$ cat src/rtl/pwm_compare_deadtime_pkg.sv
// Shared types and defaults for the compare / dead-time PWM output stage.
//   dt_state_e   : gate FSM states (off, high on, dead time to low, low on,
//                  dead time to high)
//   gate_h/gate_l: gate level driven while the FSM sits in a given state
package pwm_compare_deadtime_pkg;

  localparam int unsigned DefWidth   = 16;
  localparam int unsigned DefDtWidth = 10;

  typedef enum logic [2:0] {
    StOff   = 3'd0,
    StHOn   = 3'd1,
    StDtToL = 3'd2,
    StLOn   = 3'd3,
    StDtToH = 3'd4
  } dt_state_e;

  // Gates are decoded from the next state, so at most one can ever be high.
  function automatic logic gate_h(dt_state_e s);
    return (s == StHOn);
  endfunction

  function automatic logic gate_l(dt_state_e s);
    return (s == StLOn);
  endfunction

endpackage

$ cat src/rtl/pwm_compare_deadtime_if.sv
// Carrier / compare / gate bundle between the carrier generator and control
// side (master) and the compare + dead-time stage (slave).
//   enable, carrier, mask_event, compare_in, compare_wr, deadtime : master -> slave
//   compare_active, update_pending, pwm_ref, pwm_h, pwm_l          : slave -> master
interface pwm_compare_deadtime_if
  import pwm_compare_deadtime_pkg::*;
#(
  parameter int unsigned WIDTH    = DefWidth,
  parameter int unsigned DT_WIDTH = DefDtWidth
);

  logic                enable;
  logic [WIDTH-1:0]    carrier;
  logic                mask_event;
  logic [WIDTH-1:0]    compare_in;
  logic                compare_wr;
  logic [DT_WIDTH-1:0] deadtime;
  logic [WIDTH-1:0]    compare_active;
  logic                update_pending;
  logic                pwm_ref;
  logic                pwm_h;
  logic                pwm_l;

  modport master (
    output enable, carrier, mask_event, compare_in, compare_wr, deadtime,
    input  compare_active, update_pending, pwm_ref, pwm_h, pwm_l
  );

  modport slave (
    input  enable, carrier, mask_event, compare_in, compare_wr, deadtime,
    output compare_active, update_pending, pwm_ref, pwm_h, pwm_l
  );

endinterface

$ cat src/rtl/pwm_deadtime_unit.sv
// Complementary gate FSM with programmable dead time.
//   clk, reset : clock, synchronous active-high reset
//   enable     : 0 forces both gates low and returns to StOff
//   pwm_ref    : registered raw comparison result
//   deadtime   : dead time in clk cycles, 0 = none; sampled when a gate drops
//   pwm_h/l    : registered high-side / low-side gates, never both high
module pwm_deadtime_unit
  import pwm_compare_deadtime_pkg::*;
#(
  parameter int unsigned DT_WIDTH = DefDtWidth
) (
  input  logic                clk,
  input  logic                reset,
  input  logic                enable,
  input  logic                pwm_ref,
  input  logic [DT_WIDTH-1:0] deadtime,
  output logic                pwm_h,
  output logic                pwm_l
);

  localparam logic [DT_WIDTH-1:0] CntOne = DT_WIDTH'(1);

  dt_state_e           state_q, state_d;
  logic [DT_WIDTH-1:0] cnt_q, cnt_d;
  logic                h_q, l_q;

  always_comb begin
    state_d = state_q;
    cnt_d   = cnt_q;
    if (!enable) begin
      state_d = StOff;
      cnt_d   = '0;
    end else begin
      unique case (state_q)
        StOff: begin
          state_d = pwm_ref ? StHOn : StLOn;
        end
        StHOn: begin
          if (!pwm_ref) begin
            if (deadtime == '0) begin
              state_d = StLOn;
            end else begin
              state_d = StDtToL;
              cnt_d   = deadtime;
            end
          end
        end
        StDtToL: begin
          // A reference pulse that ends inside the dead time is swallowed.
          if (pwm_ref) begin
            state_d = StHOn;
            cnt_d   = '0;
          end else if (cnt_q == CntOne) begin
            state_d = StLOn;
            cnt_d   = '0;
          end else begin
            cnt_d = cnt_q - CntOne;
          end
        end
        StLOn: begin
          if (pwm_ref) begin
            if (deadtime == '0) begin
              state_d = StHOn;
            end else begin
              state_d = StDtToH;
              cnt_d   = deadtime;
            end
          end
        end
        StDtToH: begin
          if (!pwm_ref) begin
            state_d = StLOn;
            cnt_d   = '0;
          end else if (cnt_q == CntOne) begin
            state_d = StHOn;
            cnt_d   = '0;
          end else begin
            cnt_d = cnt_q - CntOne;
          end
        end
        default: begin
          state_d = StOff;
          cnt_d   = '0;
        end
      endcase
    end
  end

  always_ff @(posedge clk) begin
    if (reset) begin
      state_q <= StOff;
      cnt_q   <= '0;
      h_q     <= 1'b0;
      l_q     <= 1'b0;
    end else begin
      state_q <= state_d;
      cnt_q   <= cnt_d;
      h_q     <= gate_h(state_d);
      l_q     <= gate_l(state_d);
    end
  end

  assign pwm_h = h_q;
  assign pwm_l = l_q;

endmodule

$ cat src/rtl/pwm_compare_deadtime.sv
// Compare stage of the PWM output path: double-buffers the compare value
// (shadow -> active on mask_event), registers carrier < compare_active as
// pwm_ref and hands it to the dead-time unit that drives the gates.
//   clk, reset : clock, synchronous active-high reset
//   bus        : slave side of pwm_compare_deadtime_if (carrier, strobes,
//                compare value, dead time in; active compare, status, gates out)
module pwm_compare_deadtime
  import pwm_compare_deadtime_pkg::*;
#(
  parameter int unsigned WIDTH    = DefWidth,
  parameter int unsigned DT_WIDTH = DefDtWidth
) (
  input logic                   clk,
  input logic                   reset,
  pwm_compare_deadtime_if.slave bus
);

  logic [WIDTH-1:0] shadow_q, shadow_d;
  logic [WIDTH-1:0] active_q, active_d;
  logic             pending_q, pending_d;
  logic             ref_q, ref_d;
  logic             gate_h_w, gate_l_w;

  always_comb begin
    shadow_d  = shadow_q;
    active_d  = active_q;
    pending_d = pending_q;
    if (bus.compare_wr) begin
      shadow_d  = bus.compare_in;
      pending_d = 1'b1;
    end
    // A write coinciding with the update strobe bypasses the shadow.
    if (bus.mask_event) begin
      active_d  = bus.compare_wr ? bus.compare_in : shadow_q;
      pending_d = 1'b0;
    end
    ref_d = (bus.carrier < active_q);
  end

  always_ff @(posedge clk) begin
    if (reset) begin
      shadow_q  <= '0;
      active_q  <= '0;
      pending_q <= 1'b0;
      ref_q     <= 1'b0;
    end else begin
      shadow_q  <= shadow_d;
      active_q  <= active_d;
      pending_q <= pending_d;
      ref_q     <= ref_d;
    end
  end

  pwm_deadtime_unit #(
    .DT_WIDTH (DT_WIDTH)
  ) u_dt (
    .clk      (clk),
    .reset    (reset),
    .enable   (bus.enable),
    .pwm_ref  (ref_q),
    .deadtime (bus.deadtime),
    .pwm_h    (gate_h_w),
    .pwm_l    (gate_l_w)
  );

  assign bus.compare_active = active_q;
  assign bus.update_pending = pending_q;
  assign bus.pwm_ref        = ref_q;
  assign bus.pwm_h          = gate_h_w;
  assign bus.pwm_l          = gate_l_w;

endmodule

$ cat src/flat_wrapper.sv
// flat-port wrapper written by rule: the top's interface ports become plain ports
module pwm_compare_deadtime_flat import pwm_compare_deadtime_pkg::*;
#(
  parameter int unsigned WIDTH    = DefWidth,
  parameter int unsigned DT_WIDTH = DefDtWidth
)
  (clk, reset, bus_enable, bus_carrier, bus_mask_event, bus_compare_in, bus_compare_wr, bus_deadtime, bus_compare_active, bus_update_pending, bus_pwm_ref, bus_pwm_h, bus_pwm_l);
  pwm_compare_deadtime_if #(.WIDTH(WIDTH), .DT_WIDTH(DT_WIDTH)) bus_i ();
  input logic clk;
  input logic reset;
  input wire logic [$bits(bus_i.enable)-1:0] bus_enable;
  input wire logic [$bits(bus_i.carrier)-1:0] bus_carrier;
  input wire logic [$bits(bus_i.mask_event)-1:0] bus_mask_event;
  input wire logic [$bits(bus_i.compare_in)-1:0] bus_compare_in;
  input wire logic [$bits(bus_i.compare_wr)-1:0] bus_compare_wr;
  input wire logic [$bits(bus_i.deadtime)-1:0] bus_deadtime;
  output wire logic [$bits(bus_i.compare_active)-1:0] bus_compare_active;
  output wire logic [$bits(bus_i.update_pending)-1:0] bus_update_pending;
  output wire logic [$bits(bus_i.pwm_ref)-1:0] bus_pwm_ref;
  output wire logic [$bits(bus_i.pwm_h)-1:0] bus_pwm_h;
  output wire logic [$bits(bus_i.pwm_l)-1:0] bus_pwm_l;
  assign bus_i.enable = bus_enable;
  assign bus_i.carrier = bus_carrier;
  assign bus_i.mask_event = bus_mask_event;
  assign bus_i.compare_in = bus_compare_in;
  assign bus_i.compare_wr = bus_compare_wr;
  assign bus_i.deadtime = bus_deadtime;
  assign bus_compare_active = bus_i.compare_active;
  assign bus_update_pending = bus_i.update_pending;
  assign bus_pwm_ref = bus_i.pwm_ref;
  assign bus_pwm_h = bus_i.pwm_h;
  assign bus_pwm_l = bus_i.pwm_l;
  pwm_compare_deadtime #(.WIDTH(WIDTH), .DT_WIDTH(DT_WIDTH)) u_core (.clk(clk), .reset(reset), .bus(bus_i));
endmodule
$ cat config.mk
export PLATFORM = sky130hd
export DESIGN_NAME = pwm_compare_deadtime_flat
export DESIGN_NICKNAME = d
export VERILOG_FILES = /design/src/rtl/pwm_compare_deadtime_pkg.sv /design/src/rtl/pwm_compare_deadtime_if.sv /design/src/rtl/pwm_deadtime_unit.sv /design/src/rtl/pwm_compare_deadtime.sv /design/src/flat_wrapper.sv
export SDC_FILE = /design/constraint.sdc
export NUM_CORES = 1
export LEC_CHECK = 0
export ABC_AREA = 1
export CORE_MARGIN = 3
export CORE_UTILIZATION = 53
export DETAILED_ROUTE_END_ITERATION = 8
export PLACE_DENSITY = 0.85
export SYNTH_ARGS = -nofsm -noshare
export SYNTH_HDL_FRONTEND = slang
export SYNTH_HIERARCHICAL = 1
export SYNTH_SLANG_ARGS = --single-unit
$ cat constraint.sdc
create_clock -name clk -period 3.8 [get_ports clk]
set_input_delay 0.76 -clock clk [delete_from_list [all_inputs] [get_ports clk]]
set_output_delay 0.76 -clock clk [all_outputs]
set_load 0.05 [all_outputs]
==> results.py, run 1 <==
metrics = {
    "run_status": {
        "outcome": "completed",
    },
    "min_path": {
        "hp-start": "u_core/u_dt/cnt_q[1]$_SDFFE_PP0P_",
        "hp-class": "reg -> reg",
    },
    "die": {
        "start_util": 0.556,
        "std_cell_rows": 25,
        "num_io_pins": 67,
        "die_x_um": 77.1,
        "die_y_um": 77.1,
        "dieArea_sq_um": 5940,
        "coreArea_sq_um": 4820,
    },
    "clocking": {
        "holdBufCountCts": 0,
        "cts_buffers": 5,
        "postCtsSetupRepairBufs": 0,
        "cts.sinks": 49,
        "cts_htree_levels": 2,
        "clk_latency_ns": 0.30,
        "cts_buffer_depth": 2,
        "cts_tree": "done",
        "cts_root_buffer": "clkbuf_8",
        "ctsResizeCount": 0,
        "path_clk_slew_ns": 0.08,
    },
    "synth": {
        "syn-instance-count": 370,
        "synth_area_per_cell_sq_um": 7.23,
        "yosys.cell_types.count": 39,
        "seq_area_frac_synth": 0.367,
        "async_flop_share": 0,
        "synth_nets": 434,
        "synth_warnings": 6,
        "yosys.area.top_type_share": 0.367,
        "synth-seq-cells": 49,
        "yosysTopAreaCell": "dfxtp_1",
        "ys.flop_type": "dfxtp_1",
        "synth.cell_area_sq_um": 2680,
        "synth_edf_count": 0,
        "synthTopCellsByArea": "dfxtp_1 37%, nor2_1 9.0%, nand2_1 8.7%, ha_1 7.9%, inv_1 7.3%",
    },
    "grt": {
        "grt_util_all_layers": 0.219,
        "grt_pass1_wl_um": 10600,
        "antenna_found_initial": 0,
        "grt_pass1_vias": 2494,
        "grt_overflow": 0,
        "grt_max_degree": 19,
    },
    "worst_setup_path": {
        "arrival_ns": 2.59,
        "endpoint_kind": "register",
        "timing.rr.start": "u_core/u_dt/state_q[0]$_SDFF_PP0_",
        "crit_start": "reset",
        "critical_path_class": "in -> reg",
        "crit_required_ns": 4.02,
        "path_max_fanout": 16,
        "cp-start-kind": "input port",
    },
    "sta": {
        "hold_viol_final": 0,
        "tightestPinTransition_ns": 0.707,
        "fmax_ghz": 0.422,
        "slew_violations": 0,
        "rsz0062_at_grt": "no",
        "holdWs_ns": 0.482,
        "finalClockSkew_ns": 0.00548,
        "slew_headroom": 0.527,
        "period_needed_ns": 2.37,
        "period_share": 0.624,
        "tns_ns": 0,
        "finalSetupViolCount": 0,
    },
    "cells_and_area": {
        "fillers": 409,
        "drive_gt1_frac": 0.0894,
        "area_delta_synth_final_pct": 28.6,
        "fin_nets": 500,
        "antennaDiodeCount": 0,
    },
    "placed_design": {
        "numPortBuffers": 66,
        "gp_congestion": 0.841,
        "dp_hpwl_um": 4770,
    },
    "pwr": {
        "power.density_nw_per_um2": 358,
        "power_leakage_nw": 1.57,
        "power_mw": 1.23,
        "max-vdd-ir-drop_mv": 0.261,
    },
    "route": {
        "route.met2.wl_um": 3210,
        "wl_met3_um": 358,
        "post_drt_wl_per_cell_um": 12.4,
        "drc": 0,
        "ant_nets": 0,
        "via_count": 2532,
        "dr.max_layer_used": "met4",
        "first_pass_iters": 5,
        "dr.first_iter.drc_count": 119,
        "wl_met1_um": 2620,
        "via_per_inst": 5.03,
        "totalWireLength_um": 6250,
    },
    "flow_run": {
        "drv_cap": 0,
    },
}
[sequential cells by signal, summed over array words and instances, names as in the netlist]
name	flops
u_core/bus.pwm_ref	1
u_core/u_dt/cnt_q	10
u_core/bus.update_pending	1
u_core/shadow_q	16
u_core/bus.compare_active	16
u_core/u_dt/pwm_l	1
u_core/u_dt/state_q	3
u_core/u_dt/pwm_h	1
[worst paths after layout]
kind,endpoint,slack [ns],depth (start not counted)
setup / recovery,u_core/bus.compare_active[8]$_SDFFE_PP0P_,1.43,4
setup reg to reg,u_core/u_dt/pwm_h$_SDFF_PP0_,2.27,9
hold / removal,u_core/u_dt/cnt_q[1]$_SDFFE_PP0P_,0.48,2
hold reg to reg,u_core/u_dt/cnt_q[1]$_SDFFE_PP0P_,0.48,2
[cell usage in the layout, fill, tap and decap left out, types with 2 or more instances in the layout]
cell | netlist | routed
a21oi_1 | 20 | 20
a22oi_1 | 6 | 6
a22oi_2 | 4 | 4
clkbuf_8 | 0 | 6
clkdlybuf4s50_1 | 0 | 66
dfxtp_1 | 49 | 49
ha_1 | 17 | 17
inv_1 | 52 | 52
inv_2 | 6 | 6
nand2_1 | 62 | 62
nand2_2 | 11 | 11
nand3_1 | 14 | 14
nand4_1 | 3 | 3
nor2_1 | 64 | 64
nor2_2 | 2 | 2
nor3_1 | 5 | 5
o21ai_0 | 20 | 20
or3_1 | 7 | 7
or3_4 | 3 | 3
xor2_1 | 2 | 2
[kinds of logic (layout without fill, tap and decap cells)]
logic type | Yosys count | in the layout | share of synthesized area
simple gates | 177 | 177 | 0.303
buf+inv | 68 | 134 | 0.113
compound gates | 56 | 56 | 0.128
flops | 49 | 49 | 0.367
fa+ha+maj | 17 | 17 | 0.0795
xor+xnor | 3 | 3 | 0.00982
[per-stage QoR]
step	instance area (sq um)	std cells	util	worst slack (ns)
after floorplan	2680	370	-	2.14
after global placement	3350	496	0.696	1.27
after detailed placement	3350	496	0.696	1.21
after CTS	3440	503	0.714	1.44
after global routing	3440	503	0.714	1.30
final	3440	503	0.714	1.43
[critical path: stages]
cell and delay (ns):
clkdlybuf4s50_1 0.69, nor2_1 0.52, inv_1 0.36, a22oi_1 0.25
[metal layers]
layer	vias up	track usage
li1	1305	-
met1	1136	0.253
met2	84	0.410
met3	7	0.0399
met4	0	0.0641
met5	-	0
[synth_stat cells, types with 4 or more instances]
library cell  count
o21ai_0          20
a22oi_1           6
ha_1             17
nand3_1          14
nand2_1          62
inv_2             6
a22oi_2           4
nor3_1            5
or3_1             7
nand2_2          11
nor2_1           64
a21oi_1          20
dfxtp_1          49
inv_1            52
[area by class of cell]
class | count | area (sq um) | share of cell area
well taps | 67 | 83.8 | 0.0244
inverters | 61 | 236 | 0.0687
flip-flops and latches | 49 | 981 | 0.285
repair buffers | 66 | 661 | 0.192
clock buffers | 7 | 86.3 | 0.0251
multi-input cells | 253 | 1390 | 0.405
[power by group]
| group | internal [mW] | switching, mW | total [mW] |
|---|---|---|---|
| registers | 0.549 | 0.0214 | 0.570 |
| logic | 0.145 | 0.212 | 0.357 |
| clock network | 0.145 | 0.160 | 0.305 |
No activity file was read; power rests on OpenSTA's default activity.
==> run 2: changes to the inputs <==
--- a/config.mk
+++ b/config.mk
@@ -7,9 +7,9 @@
 export LEC_CHECK = 0
 export ABC_AREA = 1
 export CORE_MARGIN = 3
-export CORE_UTILIZATION = 53
+export CORE_UTILIZATION = 49
 export DETAILED_ROUTE_END_ITERATION = 8
-export PLACE_DENSITY = 0.85
+export PLACE_DENSITY = 0.8
 export SYNTH_ARGS = -nofsm -noshare
 export SYNTH_HDL_FRONTEND = slang
 export SYNTH_HIERARCHICAL = 1
==> constraint.sdc (replaced) <==
create_clock -name clk -period 2.45 [get_ports clk]
set_input_delay 0.49 -clock clk [delete_from_list [all_inputs] [get_ports clk]]
set_output_delay 0.49 -clock clk [all_outputs]
set_load 0.05 [all_outputs]
==> results.py, run 2 (synthesis results as in run 1) <==
metrics = {
    "placed_design": {
        "numPortBuffers": 66,
        "gp_congestion": 0.859,
        "place_ws_ns": 0.299,
        "dp_cells": 502,
        "dp_hpwl_um": 5040,
    },
    "worst_setup_path": {
        "r2r_cells": 9,
        "endpoint_kind": "output port",
        "regToRegSetupSlack_ns": 0.88,
        "arrival_ns": 1.59,
        "path_delay_family": "buffers and inverters",
        "critical_path_class": "reg -> out",
        "max_stage_delay_ns": 0.84,
        "crit_buf_inv": 1,
        "crit_required_ns": 1.96,
        "crit_start": "u_core/bus.pwm_ref$_SDFF_PP0_",
        "path_cells": "clkdlybuf4s50_1",
        "path_max_fanout": 7,
        "cp_slowest_cell": "clkdlybuf4s50_1",
        "cp-start-kind": "register",
        "timing.rr.start": "u_core/u_dt/state_q[0]$_SDFF_PP0_",
        "r2r-end": "u_core/u_dt/pwm_l$_SDFF_PP0_",
    },
    "pwr": {
        "switchingPower_mw": 0.633,
        "max-vdd-ir-drop_mv": 0.419,
        "swShare": 0.314,
        "pwr-share-clk": 0.287,
        "power.density_nw_per_um2": 578,
        "power_leakage_nw": 1.60,
        "p_int_mw": 1.38,
        "p_comb_frac": 0.274,
        "p_seq_frac": 0.439,
        "power_mw": 2.02,
    },
    "cells_and_area": {
        "fin_nets": 503,
        "layout_commonest_cell": "clkdlybuf4s50_1",
        "final_core_util": 0.671,
        "layout_common_cells": "66 x clkdlybuf4s50_1, 64 x nor2_1, 62 x nand2_1",
        "antennaDiodeCount": 0,
        "fillers": 457,
        "final_cells": 510,
        "drive_gt1_frac": 0.0977,
        "area_delta_synth_final_pct": 30.5,
    },
    "route": {
        "dr.first_iter.drc_count": 118,
        "drc": 0,
        "wl_met1_um": 2720,
        "post_drt_wl_per_cell_um": 12.6,
        "via_per_inst": 5.07,
        "first_pass_iters": 5,
        "wl_met3_um": 433,
        "route.met2.wl_um": 3280,
        "totalWireLength_um": 6450,
        "dr.max_layer_used": "met4",
        "ant_nets": 0,
        "via_count": 2585,
    },
    "clocking": {
        "cts_tree": "done",
        "cts.sinks": 49,
        "cts_htree_levels": 2,
        "clk_latency_ns": 0.31,
        "holdBufCountCts": 0,
        "ctsResizeCount": 0,
        "cts_buffer_depth": 2,
        "postCtsSetupRepairBufs": 0,
        "path_clk_slew_ns": 0.09,
        "cts_buffers": 5,
        "cts_root_buffer": "clkbuf_8",
    },
    "die": {
        "coreArea_sq_um": 5200,
        "start_util": 0.514,
        "die_x_um": 79.9,
        "num_io_pins": 67,
        "dieArea_sq_um": 6380,
        "die_y_um": 79.9,
        "std_cell_rows": 26,
    },
    "grt": {
        "grt_pass1_wl_um": 10900,
        "grt_max_degree": 17,
        "antenna_found_initial": 0,
        "grt_pass1_vias": 2477,
        "grt_util_all_layers": 0.215,
        "grt_overflow": 0,
    },
    "sta": {
        "hold_viol_final": 0,
        "period_share": 0.849,
        "slew_violations": 0,
        "rsz0062_at_grt": "no",
        "finalClockSkew_ns": 0.0104,
        "period_needed_ns": 2.08,
        "tightestPinTransition_ns": 0.557,
        "finalSetupViolCount": 0,
        "slew_headroom": 0.628,
        "tns_ns": 0,
        "worst_slack_ns": 0.370,
        "fmax_ghz": 0.481,
    },
    "flow_run": {
        "drv_cap": 0,
    },
    "run_status": {
        "outcome": "completed",
    },
    "min_path": {
        "hp-class": "reg -> reg",
        "hp-start": "u_core/u_dt/cnt_q[1]$_SDFFE_PP0P_",
        "hold_path_depth": 2,
        "min_to": "u_core/u_dt/cnt_q[1]$_SDFFE_PP0P_",
    },
}
-- run 2: worst max-delay path by stage --
| stage | to | cells after the start | slack (ns) |
|---|---|---|---|
| floorplan | u_core/u_dt/cnt_q[7]$_SDFFE_PP0P_ | 7 | 0.79 |
| global placement | u_core/u_dt/pwm_h$_SDFF_PP0_ | 10 | 0.34 |
| detailed placement | u_core/u_dt/pwm_l$_SDFF_PP0_ | 10 | 0.30 |
| CTS | bus_pwm_ref | 1 | 0.35 |
| global route | bus_pwm_ref | 1 | 0.29 |
| finish | bus_pwm_ref | 1 | 0.37 |
-- run 2: layout make-up --
cell class                      instances  area [sq um]  share of cell area
Sequential cell                        49           981               0.281
Timing Repair Buffer                   69           683               0.196
Inverter                               61           236              0.0677
Multi-Input combinational cell        253          1390               0.399
Clock buffer                            6          72.6              0.0208
Clock inverter                          2          38.8              0.0111
Tap cell                               70          87.6              0.0251
-- run 2: per-layer routing --
layer  global-route usage  up-vias
met5                    0        -
met4               0.0473        0
met3               0.0553        2
met2                0.386       84
met1                0.254     1182
li1                     -     1317
-- run 2: per-stage QoR --
| stage | cell area, sq um | hold WS (ns) |
|---|---|---|
| finish | 3490 | 0.476 |
| global route | 3490 | 0.502 |
| CTS | 3490 | 0.478 |
| detailed placement | 3380 | 0.465 |
| global placement | 3380 | 0.459 |
| floorplan | 2680 | 0.449 |
-- run 2: power groups by stage --
stage / combinational [mW] / sequential [mW] / clock (mW)
finish: 0.552 / 0.885 / 0.580
global route: 0.613 / 0.891 / 0.633
CTS: 0.555 / 0.885 / 0.593
detailed placement: 0.552 / 0.903 / 0
global placement: 0.543 / 0.902 / 0
floorplan: 0.264 / 0.999 / 0
==> run 3: changes to the inputs <==
==> constraint.sdc (replaced) <==
create_clock -name clk -period 2.1 [get_ports clk]
set_input_delay 0.42 -clock clk [delete_from_list [all_inputs] [get_ports clk]]
set_output_delay 0.42 -clock clk [all_outputs]
set_load 0.05 [all_outputs]
==> results.py, run 3 (synthesis results as in run 1) <==
metrics = {
    "run_status": {
        "outcome": "completed",
    },
    "sta": {
        "fmax_ghz": 0.498,
        "slew_violations": 0,
        "finalSetupViolCount": 0,
        "rsz0062_at_grt": "no",
        "period_share": 0.957,
        "tns_ns": 0,
        "tightestPinTransition_ns": 0.513,
        "worst_slack_ns": 0.0909,
        "period_needed_ns": 2.01,
        "slew_headroom": 0.657,
        "hold_viol_final": 0,
        "finalClockSkew_ns": 0.00926,
    },
    "route": {
        "dr.first_iter.drc_count": 146,
        "post_drt_wl_per_cell_um": 12.9,
        "totalWireLength_um": 6570,
        "first_pass_iters": 4,
        "drc": 0,
        "via_count": 2602,
        "ant_nets": 0,
        "via_per_inst": 5.10,
    },
    "cells_and_area": {
        "layout_common_cells": "66 x clkdlybuf4s50_1, 64 x nor2_1, 62 x nand2_1",
        "fillers": 479,
        "layout_commonest_cell": "clkdlybuf4s50_1",
        "fin_nets": 504,
        "area_delta_synth_final_pct": 29.8,
        "antennaDiodeCount": 0,
        "drive_gt1_frac": 0.0977,
    },
    "pwr": {
        "pwr-share-clk": 0.248,
        "p_seq_frac": 0.460,
        "p_comb_frac": 0.291,
        "power_leakage_nw": 1.59,
        "max-vdd-ir-drop_mv": 0.391,
        "switchingPower_mw": 0.720,
        "p_int_mw": 1.52,
        "power.density_nw_per_um2": 645,
        "swShare": 0.321,
    },
    "grt": {
        "grt_util_all_layers": 0.213,
        "grt_overflow": 0,
        "antenna_found_initial": 0,
        "grt_pass1_wl_um": 10800,
        "grt_max_degree": 19,
        "grt_pass1_vias": 2437,
    },
    "die": {
        "die_x_um": 79.9,
        "num_io_pins": 67,
        "die_y_um": 79.9,
        "coreArea_sq_um": 5200,
        "dieArea_sq_um": 6380,
        "start_util": 0.514,
        "std_cell_rows": 26,
    },
    "placed_design": {
        "numPortBuffers": 66,
        "dp_hpwl_um": 5130,
        "gp_congestion": 0.849,
        "place_ws_ns": 0.142,
    },
    "clocking": {
        "cts_tree": "done",
        "postCtsSetupRepairBufs": 0,
        "cts_root_buffer": "clkbuf_8",
        "cts_buffers": 5,
        "cts.sinks": 49,
        "cts_htree_levels": 2,
        "path_clk_slew_ns": 0.09,
        "ctsResizeCount": 0,
        "clk_latency_ns": 0.30,
        "cts_buffer_depth": 2,
        "holdBufCountCts": 0,
    },
    "worst_setup_path": {
        "crit_buf_inv": 1,
        "crit_required_ns": 1.68,
        "path_cells": "clkdlybuf4s50_1",
        "cp-start-kind": "register",
        "path_delay_family": "buffers and inverters",
        "critical_path_class": "reg -> out",
        "max_stage_delay_ns": 0.85,
        "arrival_ns": 1.59,
        "path_max_fanout": 7,
        "cp_slowest_cell": "clkdlybuf4s50_1",
        "endpoint_kind": "output port",
    },
    "min_path": {
        "hp-class": "reg -> reg",
    },
    "flow_run": {
        "drv_cap": 0,
    },
}
[run 3: cell count changes in the layout (fill, tap and decap cells not counted), sizes merged]
cell	change
buf	+1
bufinv	-1
clkinv	-1
clkbuf	+1
[run 3: layout make-up]
class,instances,area [sq um],share of cell area
clock buffer,7,86.3,0.0248
inverter,61,236,0.0681
multi-input combinational,253,1390,0.401
sequential,49,981,0.282
tap,70,87.6,0.0252
timing repair buffer,70,691,0.199
[run 3: routing by layer]
| layer | part of all wire | track usage | vias to the layer above |
|---|---|---|---|
| li1 | - | - | 1316 |
| met1 | 0.44 | 0.262 | 1186 |
| met2 | 0.49 | 0.373 | 93 |
| met3 | 0.064 | 0.0519 | 7 |
| met4 | 0.0087 | 0.0473 | 0 |
| met5 | 0 | 0 | - |
[run 3: power by group through the flow]
stage	clock (mW)	combinational [mW]	sequential, mW
global route	0.614	0.716	1.04
global placement	0	0.635	1.05
finish	0.557	0.652	1.03
detailed placement	0	0.650	1.05
floorplan	0	0.308	1.17
CTS	0.571	0.653	1.03
[run 3: worst min-delay path, cell delays in order (launching register included)]
cell and delay, ns:
dfxtp_1 0.33, nand2_2 0.06, a21oi_1 0.06
[run 3: final timing paths]
path	from	to	slack [ns]	cells past startpoint
min	u_core/u_dt/cnt_q[1]$_SDFFE_PP0P_	u_core/u_dt/cnt_q[1]$_SDFFE_PP0P_	0.49	2
max	u_core/bus.pwm_ref$_SDFF_PP0_	bus_pwm_ref	0.09	1
max reg2reg	u_core/u_dt/state_q[0]$_SDFF_PP0_	u_core/u_dt/pwm_l$_SDFF_PP0_	0.52	9
min reg2reg	u_core/u_dt/cnt_q[1]$_SDFFE_PP0P_	u_core/u_dt/cnt_q[1]$_SDFFE_PP0P_	0.49	2
[run 3: stage by stage]
stage	total power [mW]	hold WS (ns)	util	cell area, sq um	instances
after floorplan	1.47	0.449	-	2680	370
after global placement	1.69	0.459	0.651	3390	503
after detailed placement	1.70	0.469	0.651	3390	503
after CTS	2.26	0.491	0.668	3470	510
after global routing	2.37	0.503	0.668	3470	510
final	2.24	0.489	0.668	3470	510
